==> config.mk <==
export PLATFORM = sky130hd
export DESIGN_NAME = atm_cash_dispenser_flat
export DESIGN_NICKNAME = d
export VERILOG_FILES = /design/src/rtl/atm_pkg.sv /design/src/rtl/atm_cash_dispenser_if.sv /design/src/rtl/atm_ack_timer.sv /design/src/rtl/atm_cash_dispenser.sv /design/src/flat_wrapper.sv
export SDC_FILE = /design/constraint.sdc
export NUM_CORES = 1
export LEC_CHECK = 0
export CORE_MARGIN = 1
export CORE_UTILIZATION = 47
export CTS_CLUSTER_SIZE = 25
export DETAILED_ROUTE_END_ITERATION = 10
export PLACE_DENSITY_LB_ADDON = 0.3
export SYNTH_ARGS = -nofsm -noshare
export SYNTH_HDL_FRONTEND = slang
export SYNTH_SLANG_ARGS = --single-unit
==> constraint.sdc <==
create_clock -name clk -period 1.85 [get_ports clk]
set_clock_uncertainty 0.05 [all_clocks]
set_input_delay 0.37 -clock clk [delete_from_list [all_inputs] [get_ports clk]]
set_output_delay 0.37 -clock clk [all_outputs]
set_load 0.005 [all_outputs]
==> src/rtl/atm_pkg.sv <==
// Shared types and constants for the ATM cash dispenser: FSM states,
// amount-select note counts and the default note value.
package atm_pkg;

    typedef enum logic [2:0] {
        S_IDLE,
        S_CHECK,
        S_DISPENSE,
        S_GAP,
        S_DONE,
        S_FAULT
    } state_e;

    localparam int NOTE_W           = 4;
    localparam int NOTE_VAL_DEFAULT = 100;

    localparam logic [NOTE_W-1:0] NOTES_SEL0 = 4'd1;
    localparam logic [NOTE_W-1:0] NOTES_SEL1 = 4'd2;
    localparam logic [NOTE_W-1:0] NOTES_SEL2 = 4'd5;
    localparam logic [NOTE_W-1:0] NOTES_SEL3 = 4'd10;

    function automatic logic [NOTE_W-1:0] notes_for(input logic [1:0] sel);
        case (sel)
            2'd0:    return NOTES_SEL0;
            2'd1:    return NOTES_SEL1;
            2'd2:    return NOTES_SEL2;
            default: return NOTES_SEL3;
        endcase
    endfunction

endpackage

==> src/rtl/atm_cash_dispenser_if.sv <==
// Signal bundle between the withdraw stage / note mechanism (master side)
// and the cash dispenser (slave side).
interface atm_cash_dispenser_if #(
    parameter int BAL_W  = 16,
    parameter int CASS_W = 8
);
    logic              load_en;
    logic [BAL_W-1:0]  load_balance;
    logic              wd_pulse;
    logic [1:0]        amt_sel;
    logic              note_ack;
    logic              note_req;
    logic [BAL_W-1:0]  balance;
    logic [CASS_W-1:0] cassette_cnt;
    logic              busy;
    logic              done;
    logic              insufficient;
    logic              fault;

    modport master (
        output load_en, load_balance, wd_pulse, amt_sel, note_ack,
        input  note_req, balance, cassette_cnt, busy, done, insufficient, fault
    );

    modport slave (
        input  load_en, load_balance, wd_pulse, amt_sel, note_ack,
        output note_req, balance, cassette_cnt, busy, done, insufficient, fault
    );

endinterface

==> src/rtl/atm_ack_timer.sv <==
// Note-acknowledge watchdog: cleared on start, counts while enabled and
// flags expiry once ACK_TIMEOUT cycles of waiting have been seen.
module atm_ack_timer #(
    parameter int ACK_TIMEOUT = 16
) (
    input  logic clk,
    input  logic rst,
    input  logic start,
    input  logic en,
    output logic expired
);

    localparam int TW = $clog2(ACK_TIMEOUT) + 1;

    logic [TW-1:0] count;

    // NOTE: sequential state is assigned with <= so every flop samples pre-edge values.
    always_ff @(posedge clk) begin
        if (rst || start) begin
            count <= '0;
        end else if (en && !expired) begin
            count <= count + TW'(1);
        end
    end

    assign expired = (count == TW'(ACK_TIMEOUT - 1));

endmodule

==> src/rtl/atm_cash_dispenser.sv <==
// Cash dispenser: validates a withdraw request against balance and cassette,
// then pays out one note per req/ack handshake with a timeout fault.
module atm_cash_dispenser
    import atm_pkg::*;
#(
    parameter int BAL_W         = 16,
    parameter int CASS_W        = 8,
    parameter int NOTE_VAL      = NOTE_VAL_DEFAULT,
    parameter int CASSETTE_INIT = 200,
    parameter int ACK_TIMEOUT   = 16
) (
    input  logic                 clk,
    input  logic                 rst,
    atm_cash_dispenser_if.slave  bus
);

    state_e            state, state_next;
    logic [BAL_W-1:0]  balance;
    logic [CASS_W-1:0] cassette_cnt;
    logic [NOTE_W-1:0] notes_rem;
    logic [BAL_W:0]    amount;
    logic              insuff_pulse;
    logic              bal_short;
    logic              notes_short;
    logic              timer_expired;

    atm_ack_timer #(.ACK_TIMEOUT(ACK_TIMEOUT)) u_timer (
        .clk     (clk),
        .rst     (rst),
        .start   ((state == S_CHECK) || (state == S_GAP)),
        .en      (state == S_DISPENSE),
        .expired (timer_expired)
    );

    // One extra bit on the balance side keeps amounts above 2**BAL_W-1 comparable.
    assign bal_short   = ({1'b0, balance} < amount);
    assign notes_short = (32'(cassette_cnt) < 32'(notes_rem));

    always_ff @(posedge clk) begin
        if (rst) begin
            state <= S_IDLE;
        end else begin
            state <= state_next;
        end
    end

    // NOTE: every always_comb output gets a default first so no path infers a latch.
    always_comb begin
        state_next   = state;
        insuff_pulse = 1'b0;
        case (state)
            S_IDLE: begin
                if (!bus.load_en && bus.wd_pulse) state_next = S_CHECK;
            end
            S_CHECK: begin
                if (bal_short || notes_short) begin
                    insuff_pulse = 1'b1;
                    state_next   = S_IDLE;
                end else begin
                    state_next = S_DISPENSE;
                end
            end
            S_DISPENSE: begin
                // An ack on the expiry cycle still counts as a dispensed note.
                if (bus.note_ack) begin
                    state_next = (notes_rem == NOTE_W'(1)) ? S_DONE : S_GAP;
                end else if (timer_expired) begin
                    state_next = S_FAULT;
                end
            end
            S_GAP:   state_next = S_DISPENSE;
            S_DONE:  state_next = S_IDLE;
            S_FAULT: state_next = S_FAULT;
            default: state_next = S_IDLE;
        endcase
    end

    always_ff @(posedge clk) begin
        if (rst) begin
            balance      <= '0;
            cassette_cnt <= CASS_W'(CASSETTE_INIT);
            notes_rem    <= '0;
            amount       <= '0;
        end else begin
            case (state)
                S_IDLE: begin
                    if (bus.load_en) begin
                        balance <= bus.load_balance;
                    end else if (bus.wd_pulse) begin
                        notes_rem <= notes_for(bus.amt_sel);
                        amount    <= (BAL_W+1)'(32'(notes_for(bus.amt_sel)) * NOTE_VAL);
                    end
                end
                S_DISPENSE: begin
                    if (bus.note_ack) begin
                        balance      <= balance - BAL_W'(NOTE_VAL);
                        cassette_cnt <= cassette_cnt - CASS_W'(1);
                        notes_rem    <= notes_rem - NOTE_W'(1);
                    end
                end
                default: ;
            endcase
        end
    end

    assign bus.note_req     = (state == S_DISPENSE);
    assign bus.busy         = (state != S_IDLE);
    assign bus.done         = (state == S_DONE);
    assign bus.fault        = (state == S_FAULT);
    assign bus.insufficient = insuff_pulse;
    assign bus.balance      = balance;
    assign bus.cassette_cnt = cassette_cnt;

endmodule

==> src/flat_wrapper.sv <==
// flat-port wrapper written by rule: the top's interface ports become plain ports
module atm_cash_dispenser_flat import atm_pkg::*;
#(
    parameter int BAL_W         = 16,
    parameter int CASS_W        = 8,
    parameter int NOTE_VAL      = NOTE_VAL_DEFAULT,
    parameter int CASSETTE_INIT = 200,
    parameter int ACK_TIMEOUT   = 16
)
  (clk, rst, bus_load_en, bus_load_balance, bus_wd_pulse, bus_amt_sel, bus_note_ack, bus_note_req, bus_balance, bus_cassette_cnt, bus_busy, bus_done, bus_insufficient, bus_fault);
  atm_cash_dispenser_if #(.BAL_W(BAL_W), .CASS_W(CASS_W)) bus_i ();
  input  logic clk;
  input  logic rst;
  input wire logic [$bits(bus_i.load_en)-1:0] bus_load_en;
  input wire logic [$bits(bus_i.load_balance)-1:0] bus_load_balance;
  input wire logic [$bits(bus_i.wd_pulse)-1:0] bus_wd_pulse;
  input wire logic [$bits(bus_i.amt_sel)-1:0] bus_amt_sel;
  input wire logic [$bits(bus_i.note_ack)-1:0] bus_note_ack;
  output wire logic [$bits(bus_i.note_req)-1:0] bus_note_req;
  output wire logic [$bits(bus_i.balance)-1:0] bus_balance;
  output wire logic [$bits(bus_i.cassette_cnt)-1:0] bus_cassette_cnt;
  output wire logic [$bits(bus_i.busy)-1:0] bus_busy;
  output wire logic [$bits(bus_i.done)-1:0] bus_done;
  output wire logic [$bits(bus_i.insufficient)-1:0] bus_insufficient;
  output wire logic [$bits(bus_i.fault)-1:0] bus_fault;
  assign bus_i.load_en = bus_load_en;
  assign bus_i.load_balance = bus_load_balance;
  assign bus_i.wd_pulse = bus_wd_pulse;
  assign bus_i.amt_sel = bus_amt_sel;
  assign bus_i.note_ack = bus_note_ack;
  assign bus_note_req = bus_i.note_req;
  assign bus_balance = bus_i.balance;
  assign bus_cassette_cnt = bus_i.cassette_cnt;
  assign bus_busy = bus_i.busy;
  assign bus_done = bus_i.done;
  assign bus_insufficient = bus_i.insufficient;
  assign bus_fault = bus_i.fault;
  atm_cash_dispenser #(.BAL_W(BAL_W), .CASS_W(CASS_W), .NOTE_VAL(NOTE_VAL), .CASSETTE_INIT(CASSETTE_INIT), .ACK_TIMEOUT(ACK_TIMEOUT)) u_core (.clk(clk), .rst(rst), .bus(bus_i));
endmodule
==> summary.md <==
| Metric | Value |
|---|---|
| Yosys top cell area share | 34.8% |
| Worst Hold Depth | 2 |
| Antenna violations before repair | 0 |
| H-Tree Depth | 2 |
| FF-to-FF path depth | 6 |
| Crit share post-route | 118% |
| Number of buffers created by CTS | 5 |
| Clk sinks | 45 |
| Crit path DAT | 1.77 ns |
| Leakage power | 1.64 nW |
| Predominant post-synthesis flop cell | dfxtp_1 |
| Power, Total | 5.22 mW |
| Seq/Total Area, Yosys | 34.8% |
| CP Capture Type | primary output |
| # setup viols final | 5 |
| Syn_nets | 381 |
| CP Launch Point | u_core.bus.balance[9] |
| Setup slack, reg-to-reg | -0.25 ns |
| Hold slack | 0.412 ns |
| # DRC | 0 |
| Hold Path Origin | u_core.amount[3] |
| Startpoint Class | register |
| WS Path Type | reg2out |
| Clk buf depth | 2 |
| Congestion Overflow GR | 0 |
| # hold bufs at CTS | 0 |
| Core area | 5200 um2 |
| Initial Util | 49.7% |
| Post-DR vias/cell | 5.69 |
| Crit path setup slack, layout | -0.338 ns |
| Crit path max fanout | 2 |
| Area grow syn2layout | 54.9% |
| Reg2reg start | u_core.bus.balance[9] |
| F_max | 457 MHz |
| Worst R2R End | u_core.bus.balance[14] |
| Post-place instance area | 3550 um2 |
| Largest net degree at the start of global routing | 45 |
| DP HPWL | 5.08 mm |
| Synth async-reset ratio | 0% |
| CTS tree | yes |
| Detailed Routing Iterations Pass 1 | 5 |
| RSZ-0062 raised after global routing | true |
| Area of the mapped netlist | 2590 um2 |
| Final hold vios | 0 |
| Slew Limit Fails | 0 |
| Drt initial violations | 248 |
| VDD IR-drop max | 0.000655 V |
| Max Cap Viol | 0 |
| Die area | 5810 um2 |
| Die width | 76.2 um |
| Row Count | 26 |
| WL/cell | 15.5 um |
| Min Clock Period, post-route | 2.19 ns |
| Syn Area/Cell | 7.64 um2 |
| Gpl congestion | 0.851 |
| Nets | 490 |
| Failing checks | setup timing |
| PD cells | 1300 nW/um2 |
| Design Area, Final | 4010 um2 |
| Ranking of synthesized cells by area | dfxtp_1 (35%), ha_1 (9.2%), a21oi_1 (6.0%) |
| First-pass GRT wire length | 12.2 mm |
| IO Pins | 52 |
| CTS root buf | clkbuf_8 |
| Leading area contributor after synthesis | dfxtp_1 |
| Endpoint, Worst Hold | u_core.amount[3] |
| Warnings from Yosys | 0 |
| Status | finished with violations |
| Mapped Cells | 339 |
| Distinct cells, synth | 46 |
| Gr usage total | 25.9% |
| Vias | 2948 |
| Clock-pin slew on the worst setup and hold paths | 0.08 ns |
| Die Y | 76.2 um |
| Latest clock arrival within the worst-skew pair | 0.31 ns |
| Vias in the first global route | 2655 |
| Post-synth EDFFs | 0 |
| Hold Path Class | reg2reg |
| Ant diodes | 0 |
| DRT Wirelength | 8.01 mm |
| IO buf count | 51 |
| Yosys reg bits | 45 |
| Worst EP required | 1.43 ns |
| Final ANT Viol Nets | 0 |
| Fraction of layout cells with a size suffix above 1 | 30.1% |
[metal layers]
metal | track usage, % | wire (um)
met5 | 0 | 0
met4 | 9.23 | 225
met3 | 4.67 | 605
met2 | 42.9 | 3800
met1 | 33.5 | 3370
[state kept, by name, summed over array words and instances, names as in the netlist]
register and count:
u_core.notes_rem 4, u_core.amount 9, u_core.state 3, u_core.bus.cassette_cnt 8
u_core.u_timer.count 5, u_core.bus.balance 16
[synth_stat cells (2+ instances only)]
master,number
buf_2,4
inv_1,23
ha_1,19
and3_1,6
o21ai_0,25
nor4_1,5
xnor2_1,6
a21oi_1,31
or3_4,2
a311oi_1,2
and2_1,2
dfxtp_1,45
nor3b_1,2
clkbuf_1,14
nand2b_1,7
a31o_2,2
a21o_1,2
o311ai_0,2
nor3_1,16
mux2i_1,2
nand2_1,35
o211ai_1,2
xor2_1,3
o31ai_1,2
a22oi_1,2
a31oi_1,3
o32ai_1,3
nand3_1,13
or3_1,3
nor2_1,33
a211oi_1,8
[layout by cell type (no fill, tap or decap), types with 4 or more instances in the layout]
master           instances
buf_4                   65
clkdlybuf4s50_1         46
nand2_1                 34
dfxtp_1                 34
nor2_1                  31
a21oi_1                 26
inv_1                   18
o21ai_0                 17
ha_1                    14
nand3_1                 12
nor3_1                  11
dfxtp_2                  9
nand2b_1                 6
o21ai_1                  6
a211oi_1                 6
xnor2_1                  6
clkbuf_8                 6
buf_6                    6
and3_1                   5
a21oi_2                  5
ha_4                     5
inv_2                    4
dlygate4sd2_1            4
[logic make-up after synthesis]
kind of cell             share of synthesized area, %
multiplexers                                    0.773
other                                           0.145
XOR/XNOR                                         3.05
AO/OA/AOI/OAI                                    20.5
flip-flops                                       34.8
buffers and inverters                            7.01
adder cells (fa/ha/maj)                          9.18
AND/OR/NAND/NOR                                  24.6
[final cells by class]
| class | instances | area (um2) |
|---|---|---|
| clock buffers | 7 | 86.3 |
| fillers | 355 | 1200 |
| inverters | 23 | 88.8 |
| multi-input cells | 250 | 1750 |
| flip-flops and latches | 45 | 920 |
| well taps | 70 | 87.6 |
| repair buffers | 123 | 1080 |
[worst max-delay path: stages, from the launching register on]
cell and delay [ns]:
dfxtp_4 0.36, ha_4 0.24, a21oi_2 0.11, o211ai_1 0.14, a31o_2 0.24, o311a_4 0.13
nor3_2 0.10, buf_2 0.13
[worst max-delay path by stage]
| stage | to | slack, ns | depth (start not counted) |
|---|---|---|---|
| after floorplan | u_core.bus.balance[14] | -0.06 | 5 |
| after global placement | bus_insufficient | -0.55 | 7 |
| after detailed placement | bus_insufficient | -0.56 | 7 |
| after CTS | bus_insufficient | -0.40 | 8 |
| after global routing | bus_insufficient | -0.41 | 6 |
| final | bus_insufficient | -0.34 | 7 |
[where the power goes]
| part | internal [mW] | total, mW | switching, mW |
|---|---|---|---|
| sequential | 1.20 | 1.36 | 0.158 |
| combinational | 1.64 | 3.24 | 1.61 |
| clock | 0.297 | 0.619 | 0.323 |
[per-stage QoR]
step	std cells	setup TNS [ns]	worst slack, ns	utilization (%)
3_5_place_dp	498	-2.03	-0.564	68.2
4_1_cts	513	-0.945	-0.398	73.4
5_1_grt	518	-1.57	-0.414	77.0
2_1_floorplan	339	-0.0586	-0.0586	-
6_report	518	-1.11	-0.338	77.0
3_3_place_gp	498	-1.68	-0.545	68.2
[what timing repair did]
item / 4_1_cts / 5_1_grt
pin swaps: 16 / 11
endpoints found under the setup margin: 9 / 24
buffers inserted: 8 / 6
resized for setup: 42 / 39
Power figures use the tool's default switching activity.
==> edit, RTL diff (config.mk and constraints unchanged) <==
Make the reset (`rst`) asynchronous in 2 clocked blocks.
--- a/src/rtl/atm_cash_dispenser.sv
+++ b/src/rtl/atm_cash_dispenser.sv
@@ -37,5 +37,5 @@
     assign notes_short = (32'(cassette_cnt) < 32'(notes_rem));
 
-    always_ff @(posedge clk) begin
+    always_ff @(posedge clk or posedge rst) begin
         if (rst) begin
             state <= S_IDLE;
@@ -76,5 +76,5 @@
     end
 
-    always_ff @(posedge clk) begin
+    always_ff @(posedge clk or posedge rst) begin
         if (rst) begin
             balance      <= '0;
Function: differs if rst is asserted again (counterexample within 4 cycles, from zero or initial values and one cycle with rst high); with rst held inactive, the same outputs for 10 cycles.
==> edit against the original RTL <==
  * The flow still finishes with violations (setup timing)
  * Area after synthesis is 3.6% higher
  * Wire length is 2.6% lower
  * Global-route usage is 0.13 points higher
  * Power is 38% higher
  * Sequential cell count stayed put
  * Design area is 1.8% higher
  * Combinational power is 46% higher
  * Setup slack worse by 0.26 ns
  * Critical path type unchanged
  * Largest power group unchanged
==> edit: results (changes against the original RTL) <==
metric,value,unit,change
GRT Overall Usage,26.00,%,was 25.87%
cell count after synthesis,302,,was 339
net count of the mapped netlist,344,,was 381
Metal-1 WL,3254,µm,was 3372 µm
pre-CTS setup slack,-0.6808,ns,was -0.5642 ns
Static Leakage,1.868,nW,was 1.640 nW
outcome,finished with violations,,unchanged
failing checks,setup timing,,unchanged
Worst EP arrival,2.03,ns,was 1.77 ns
setup ws final,-0.5961,ns,was -0.3380 ns
worst setup path start,u_core.bus.cassette_cnt[3],,was u_core.bus.balance[9]
final setup fails,3,,was 5
Routed met2 length,4003,µm,was 3802 µm
minimum setup slack among reg-to-reg paths,-0.10,ns,was -0.25 ns
Detail Route met3 WL,393,µm,was 605 µm
number of detailed-route iterations in the first pass,4,,was 5
wire per inst,15.62,µm,was 15.45 µm
"Seq/Total Area, Yosys",41.18,%,was 34.80%
Synth cell types,53,,was 46
pin count of the biggest net entering global routing,29,,was 45
top post-synthesis cells by area,"sky130_fd_sc_hd__dfrtp_1 (35%), sky130_fd_sc_hd__ha_1 (8.9%), sky130_fd_sc_hd__a21oi_1 (5.4%)",,"was sky130_fd_sc_hd__dfxtp_1 (35%), sky130_fd_sc_hd__ha_1 (9.2%), sky130_fd_sc_hd__a21oi_1 (6.0%)"
share of final-layout standard cells stronger than drive strength 1,31.38,%,was 30.13%
terminus of the critical flop-to-flop path,u_core.state[1],,was u_core.bus.balance[14]
Iter 0 DRT Violations,154,,was 248
kind of cell with the highest combined delay on the critical path,flip-flops,,was compound AO/OA/AOI/OAI gates
vias per cell,5.351,,was 5.691
cell count after placement,476,,was 498
setup TNS,-0.7011,ns,was -1.111 ns
cell with the biggest individual delay on the critical path,sky130_fd_sc_hd__dfstp_2,,was sky130_fd_sc_hd__dfxtp_4
number of global-route vias before repair,2676,,was 2655
first-pass GRT wire length,12250,µm,was 12200 µm
-- edit: kinds of logic after synthesis --
group | after synthesis | share of synthesized area, %
DFF | 45 | 41.19
buffers and inverters | 37 | 5.643
xor gates and xnor gates | 10 | 3.265
adders and majority gates | 19 | 8.862
AOI/OAI and AO/OA | 83 | 19.45
other | 1 | 0.1398
muxes | 6 | 2.425
and+or+nand+nor | 101 | 19.03
-- edit: worst min-delay path by stage --
stage	cells past startpoint	slack (ns)	endpoint
after floorplan	2	0.40	u_core.amount[3]
after global placement	2	0.41	u_core.u_timer.count[4]
after detailed placement	2	0.42	u_core.u_timer.count[4]
after CTS	3	0.37	u_core.bus.balance[1]
after global routing	3	0.40	u_core.bus.cassette_cnt[5]
final	3	0.36	u_core.bus.balance[1]
-- edit: worst min-delay path, cell delays in order --
cell and delay, ns:
sky130_fd_sc_hd__clkdlybuf4s50_1 0.42, sky130_fd_sc_hd__inv_1 0.08, sky130_fd_sc_hd__buf_4 0.21
-- edit: timing repair --
item,in CTS,in global routing
cloned,0,1
resized for setup,36,30
pin swaps,10,14
setup endpoints to repair,14,29
setup buffers,7,7
-- edit: cell type report --
class,instances,area (µm²)
Timing Repair Buffer,128,1086
Clock buffer,6,72.57
Multi-Input combinational cell,220,1587
Inverter,26,100.1
Fill cell,387,1426
Clock inverter,2,38.79
Sequential cell,45,1106
Tap cell,72,90.09
-- edit: metrics by stage --
step | instance area, µm² | util [%] | total power (W)
finish | 4080 | 74.10 | 0.007197
global route | 4080 | 74.10 | 0.007706
CTS | 3920 | 71.19 | 0.006783
detailed placement | 3704 | 67.26 | 0.005777
global placement | 3704 | 67.26 | 0.005627
floorplan | 2691 | - | 0.003771
-- edit: where the power goes --
| part | internal [W] | total (W) | switching, W |
|---|---|---|---|
| Combinational | 0.00247 | 0.00473 | 0.00226 |
| Sequential | 0.00143 | 0.00171 | 0.000279 |
| Clock | 0.000406 | 0.000758 | 0.000352 |
| Total | 0.00431 | 0.00720 | 0.00289 |
-- edit: per-layer routing --
metal	vias up	track usage, %
met1	1255	31.75
met2	99	46.46
met3	11	4.471
met5	-	0
met4	0	7.925
li1	1305	-
